### config.mk
export PLATFORM = sky130hd
export DESIGN_NAME = pipeline_hazard_ctrl
export DESIGN_NICKNAME = d
export VERILOG_FILES = /design/src/rtl/hazard_pkg.sv /design/src/rtl/forward_unit.sv /design/src/rtl/pipeline_hazard_ctrl.sv
export SDC_FILE = /design/constraint.sdc
export NUM_CORES = 1
export LEC_CHECK = 0
export ABC_AREA = 1
export CAP_MARGIN = 20
export CORE_MARGIN = 3
export CORE_UTILIZATION = 36
export DETAILED_ROUTE_END_ITERATION = 8
export GPL_ROUTABILITY_DRIVEN = 0
export PLACE_DENSITY = 0.73
export SLEW_MARGIN = 10
export SYNTH_ARGS = -nofsm -noshare
export SYNTH_HDL_FRONTEND = slang
export SYNTH_SLANG_ARGS = --single-unit
export TNS_END_PERCENT = 10
### constraint.sdc
create_clock -name clk -period 1.4 [get_ports clk]
set_input_delay 0.28 -clock clk [delete_from_list [all_inputs] [get_ports clk]]
set_output_delay 0.28 -clock clk [all_outputs]
set_load 0.01 [all_outputs]
### src/rtl/hazard_pkg.sv
// Shared encodings for the pipeline hazard controller: forwarding selects,
// result-source codes, FSM states and the forwarding-priority helper.
package hazard_pkg;

  localparam logic [1:0] FWD_NONE        = 2'b00;
  localparam logic [1:0] FWD_WB          = 2'b01;
  localparam logic [1:0] FWD_MEM         = 2'b10;
  localparam logic [1:0] RESULT_SRC_LOAD = 2'b01;

  typedef enum logic [1:0] {
    RUN      = 2'b00,
    MC_WAIT  = 2'b01,
    MC_DRAIN = 2'b10
  } hazState_t;

  // The M stage holds the younger write, so its match outranks W.
  function automatic logic [1:0] fwdSel(input logic [4:0] rs,
                                        input logic [4:0] rdM, input logic wrM,
                                        input logic [4:0] rdW, input logic wrW);
    if (wrM && (rdM != 5'd0) && (rdM == rs))      return FWD_MEM;
    else if (wrW && (rdW != 5'd0) && (rdW == rs)) return FWD_WB;
    else                                          return FWD_NONE;
  endfunction

endpackage

### src/rtl/forward_unit.sv
// Combinational operand-forwarding select for both Execute ALU inputs.
module forward_unit
  import hazard_pkg::*;
(
  input  logic [4:0] Rs1E,
  input  logic [4:0] Rs2E,
  input  logic [4:0] RdM,
  input  logic [4:0] RdW,
  input  logic       RegWriteM,
  input  logic       RegWriteW,
  output logic [1:0] ForwardAE,
  output logic [1:0] ForwardBE
);

  assign ForwardAE = fwdSel(Rs1E, RdM, RegWriteM, RdW, RegWriteW);
  assign ForwardBE = fwdSel(Rs2E, RdM, RegWriteM, RdW, RegWriteW);

endmodule

### src/rtl/pipeline_hazard_ctrl.sv
// Hazard/sequencing controller for the 5-stage pipeline: load-use stalls,
// branch flushes, forwarding and iterative mul/div wait. Macro HAZ_PERF_CNT_EN adds perf counters.
//
// state    | meaning
// RUN      | normal flow; load-use and control hazards handled
// MC_WAIT  | multi-cycle op in E; F/D/E held, bubbles into M, timeout armed
// MC_DRAIN | result ready; E advances for one cycle, then RUN
module pipeline_hazard_ctrl
  import hazard_pkg::*;
#(
  parameter int MC_TIMEOUT = 64,
  parameter int TO_W       = 8,
  parameter int CNT_W      = 32
) (
  input  logic             clk,
  input  logic             rst,
  input  logic [4:0]       Rs1D,
  input  logic [4:0]       Rs2D,
  input  logic [4:0]       Rs1E,
  input  logic [4:0]       Rs2E,
  input  logic [4:0]       RdE,
  input  logic [1:0]       ResultSrcE,
  input  logic             RegWriteE,
  input  logic [4:0]       RdM,
  input  logic [4:0]       RdW,
  input  logic             RegWriteM,
  input  logic             RegWriteW,
  input  logic             PCSrcE,
  input  logic             McStartE,
  input  logic             McDone,
  output logic             StallF,
  output logic             StallD,
  output logic             StallE,
  output logic             FlushD,
  output logic             FlushE,
  output logic             FlushM,
  output logic [1:0]       ForwardAE,
  output logic [1:0]       ForwardBE,
`ifdef HAZ_PERF_CNT_EN
  output logic [CNT_W-1:0] StallCycles,
  output logic [CNT_W-1:0] FlushCount,
  output logic [CNT_W-1:0] McCycles,
`endif
  output logic             McAbort
);

  localparam logic [TO_W-1:0] TO_LAST = TO_W'(MC_TIMEOUT - 1);
  localparam logic [TO_W-1:0] TO_MAX  = '1;

  if ((MC_TIMEOUT < 2) || (MC_TIMEOUT > 255) || (MC_TIMEOUT > (2 ** TO_W)) || (CNT_W < 1)) begin : gBadParam
    $error("pipeline_hazard_ctrl: illegal MC_TIMEOUT/TO_W/CNT_W");
  end

  hazState_t       state, nextState;
  logic [TO_W-1:0] toCnt;
  logic            mcAbortQ;
  logic            lwStall, toExpire;
  logic            stallF, stallD, stallE, flushD, flushE, flushM;
  logic [1:0]      fwdA, fwdB;

  forward_unit uFwd (
    .Rs1E      (Rs1E),
    .Rs2E      (Rs2E),
    .RdM       (RdM),
    .RdW       (RdW),
    .RegWriteM (RegWriteM),
    .RegWriteW (RegWriteW),
    .ForwardAE (fwdA),
    .ForwardBE (fwdB)
  );

  assign lwStall  = (ResultSrcE == RESULT_SRC_LOAD) && RegWriteE && (RdE != 5'd0) &&
                    ((RdE == Rs1D) || (RdE == Rs2D));
  assign toExpire = (state == MC_WAIT) && !McDone && (toCnt == TO_LAST);

  always_comb begin
    nextState = state;
    stallF    = 1'b0;
    stallD    = 1'b0;
    stallE    = 1'b0;
    flushD    = 1'b0;
    flushE    = 1'b0;
    flushM    = 1'b0;
    case (state)
      RUN: begin
        // A single-cycle result (start and done together) needs no wait.
        if (McStartE && !McDone) begin
          nextState = MC_WAIT;
        end else if (PCSrcE) begin
          flushD = 1'b1;
          flushE = 1'b1;
        end else if (lwStall) begin
          stallF = 1'b1;
          stallD = 1'b1;
          flushE = 1'b1;
        end
      end
      MC_WAIT: begin
        stallF = 1'b1;
        stallD = 1'b1;
        stallE = 1'b1;
        flushM = 1'b1;
        if (McDone) begin
          nextState = MC_DRAIN;
        end else if (toExpire) begin
          nextState = RUN;
          flushE    = 1'b1;
        end
      end
      MC_DRAIN: nextState = RUN;
      default:  nextState = RUN;
    endcase
  end

  always_ff @(posedge clk or posedge rst) begin
    if (rst) begin
      state    <= RUN;
      toCnt    <= '0;
      mcAbortQ <= 1'b0;
    end else begin
      state <= nextState;
      if ((state == RUN) && (nextState == MC_WAIT)) toCnt <= '0;
      else if ((state == MC_WAIT) && (toCnt != TO_MAX)) toCnt <= toCnt + 1'b1;
      if (toExpire) mcAbortQ <= 1'b1;
    end
  end

  // Outputs are masked by rst so a mid-wait reset releases the pipeline at once.
  assign StallF    = stallF & ~rst;
  assign StallD    = stallD & ~rst;
  assign StallE    = stallE & ~rst;
  assign FlushD    = flushD & ~rst;
  assign FlushE    = flushE & ~rst;
  assign FlushM    = flushM & ~rst;
  assign ForwardAE = rst ? FWD_NONE : fwdA;
  assign ForwardBE = rst ? FWD_NONE : fwdB;
  assign McAbort   = mcAbortQ;

`ifdef HAZ_PERF_CNT_EN
  always_ff @(posedge clk or posedge rst) begin
    if (rst) begin
      StallCycles <= '0;
      FlushCount  <= '0;
      McCycles    <= '0;
    end else begin
      if (StallF)            StallCycles <= StallCycles + 1'b1;
      if (FlushD || FlushE)  FlushCount  <= FlushCount + 1'b1;
      if (state == MC_WAIT)  McCycles    <= McCycles + 1'b1;
    end
  end
`endif

endmodule

==> impl_metrics.json <==
{
  "switchingPower_w": 0.000469,
  "drc": 0,
  "final_hold_viol_count": 0,
  "drt_iter0_drc": 59,
  "violations": "setup timing",
  "synth_top_family_by_area": "simple AND/OR/NAND/NOR gates",
  "seq_area_frac_synth_pct": 24.2,
  "worstMarginPinSlew_ps": 372,
  "met3_length_um": 215,
  "p_per_area_nw_per_um2": 614,
  "p_int_w": 0.000858,
  "worst_slack_ps": -598,
  "clk_latency_ps": 280,
  "grt_pass1_wl_um": 5890,
  "grt_overflow": 0,
  "diodes": 0,
  "synth-seq-cells": 11,
  "grt_pass1_vias": 1313,
  "start_util_pct": 39.6,
  "netlist-cell-type-count": 27,
  "top_layer": "met4",
  "fin_worst_skew_ps": 0.780,
  "cts_hold_buffers": 0,
  "antenna_found_initial": 0,
  "post-route-util_pct": 75.2,
  "arrival_ps": 2160,
  "reg2reg_depth": 13,
  "crit_required_ps": 1560,
  "hold_class": "input port to async pin",
  "crit_start": "toCnt[1]",
  "pwr-share-clk_pct": 16.4,
  "outcome": "finished, violations left",
  "wl_met1_um": 1730,
  "placement.setup.worst_slack_ps": -980,
  "syn2layout_area_growth_pct": 89.9,
  "drt_wl_total_um": 3960,
  "synthAdderAreaFrac_pct": 1.10,
  "synth_cells": 182,
  "pin_count": 56,
  "routed-via-count": 1514,
  "ys_top_cells_by_area": "dfrtp_1 (24%), nand2_1 (13%), nor2_1 (9.2%)",
  "wl_per_cell_um": 12.3,
  "wl_met2_um": 1980,
  "die_y_um": 62.2,
  "yosysWarnings": 0,
  "ctsHtreeMaxLevel": 1,
  "finalNonFillerCells": 321,
  "synth_nets": 228,
  "cts_tree": "done",
  "multiInputGateArea_um2": 847,
  "fillerInstances": 248,
  "synth_commonest_cells": "nand2_1 (39), nor2_1 (28), inv_1 (26)",
  "rows": 19,
  "first_pass_iters": 4,
  "drv_cap": 0,
  "cts-root-buf": "clkbuf_4",
  "drive_above_1_share_pct": 33.3,
  "synth-main-ff-cell": "dfrtp_1",
  "reg2reg_setup_slack_ps": -600,
  "netSwitchingFraction_pct": 35.3,
  "yosysTopAreaCell": "dfrtp_1",
  "path_max_fanout": 2,
  "grt_setup_unrepaired": "true",
  "slew_viol_final": 0,
  "synth_edf_count": 0,
  "regToRegStartpoint": "toCnt[1]",
  "cts_sinks": 11,
  "core-area_um2": 2880,
  "dp.cells": 309,
  "viasPerCell": 4.72,
  "slew_headroom_pct": 75.1,
  "synthMostInstantiatedCell": "nand2_1",
  "clk_pin_slew_ps": 70,
  "fmax_mhz": 500,
  "setup.worst_path.start_class": "flip-flop",
  "post-route-period-util_pct": 143,
  "power_frac_seq_pct": 30.1,
  "fin_nets": 326,
  "grt_usage_pct": 18.6,
  "leakagePower_nw": 1.15,
  "grt_max_degree": 12,
  "netlist_area_um2": 1140,
  "clock_path_buffers": 2,
  "layout.area.seq_um2": 275,
  "synth_top_cell_area_share_pct": 24.2,
  "pwr-share-comb_pct": 53.5,
  "yosys.area_share.simple_pct": 36.6,
  "drtAntennaViolNets": 0,
  "synthMuxAreaShare_pct": 0,
  "synth-async-reset-ratio_pct": 100,
  "synth_xor_area_share_pct": 16.2,
  "die_area_um2": 3870,
  "numCtsBuffers": 3,
  "die_w_um": 62.2,
  "synth_compound_area_share_pct": 8.90,
  "post-dp-hpwl_um": 2810,
  "syn_avg_cell_area_um2": 6.26,
  "io_buffers": 55,
  "vdd_drop_max_mv": 0.925,
  "setup_viol": 20,
  "end_kind": "flip-flop",
  "min_period_ps": 2000,
  "worstSetupPathType": "flip-flop to flip-flop"
}
## per-layer routing
layer / vias to the layer above / track usage [%]
met5: - / 0
met4: 0 / 3.31
met3: 7 / 5.23
met2: 51 / 32.9
met1: 682 / 22.7
li1: 774 / -
## area by class of cell
type / instances / share of cell area [%]
well taps: 42 / 2.43
clock buffers: 3 / 1.04
multi-input cells: 134 / 39.2
clock inverters: 1 / 0.231
repair buffers: 96 / 38.4
inverters: 34 / 6.02
flip-flops and latches: 11 / 12.7
## sequential cells by signal (all words and copies together), names as in the netlist
name	count
McAbort	1
state	2
toCnt	8
## placed cells by master, fill, tap and decap left out, types with 4 or more instances in the layout
| master | instances |
|---|---|
| nand2_2 | 5 |
| dfrtp_1 | 11 |
| xor2_1 | 9 |
| clkdlybuf4s50_1 | 14 |
| xnor2_1 | 7 |
| dlymetal6s2s_1 | 7 |
| xnor2_2 | 5 |
| inv_2 | 8 |
| buf_6 | 4 |
| buf_2 | 9 |
| nor2_1 | 27 |
| dlygate4sd2_1 | 17 |
| nand2_1 | 35 |
| buf_4 | 37 |
| clkdlybuf4s15_2 | 4 |
| inv_1 | 24 |
| nand4_1 | 7 |
| nand3_1 | 9 |
| a21oi_1 | 4 |
| clkdlybuf4s15_1 | 4 |
## repair_timing
| item | CTS | global route |
|---|---|---|
| gates resized for setup | 88 | 23 |
| endpoints found under the setup margin | 21 | 20 |
| pin swaps | 18 | 13 |
| buffers inserted | 5 | 3 |
| gates cloned | 0 | 0 |
## logic make-up (layout without fill, tap and decap cells)
group	after synthesis	after routing
AND/OR/NAND/NOR	96	96
AO/OA/AOI/OAI	16	16
adder cells (fa/ha/maj)	1	1
buffers and inverters	37	134
flip-flops	11	11
XOR/XNOR	21	21
## worst paths after layout
kind                       endpoint
min in group clk           state[1]
setup reg to reg           state[0]
hold / removal              McAbort
max in group asynchronous  toCnt[2]
setup / recovery           state[0]
hold reg to reg             McAbort
## power groups by stage
stage          Clock, W  Combinational (W)  Sequential [W]
3_5_place_dp          0           0.000622        0.000393
2_1_floorplan         0           0.000256        0.000401
3_3_place_gp          0           0.000620        0.000392
6_report       0.000217           0.000711        0.000399
5_1_grt        0.000247           0.000782        0.000404
4_1_cts        0.000230           0.000635        0.000386
## per-stage QoR
step	cell area (µm²)	setup TNS, ps	power, W	hold WS, ps
floorplan	1140	-235	0.000657	300
global placement	1970	-9370	0.00101	451
detailed placement	1970	-9530	0.00102	454
CTS	2050	-5570	0.00125	262
global route	2160	-7600	0.00143	307
finish	2160	-5610	0.00133	286
## critical path, cell delays in order (launching register included)
cell     delay (ps)
dfrtp_1         370
ha_2            210
nand2_2          90
nor2_4          100
nand2_2          80
nor3_4          130
nand3_2         130
buf_6           140
buf_4           120
buf_4           120
buf_4           120
buf_4           130
nand4_1          70
a21oi_1          70
(Power assumes the default switching activity.)
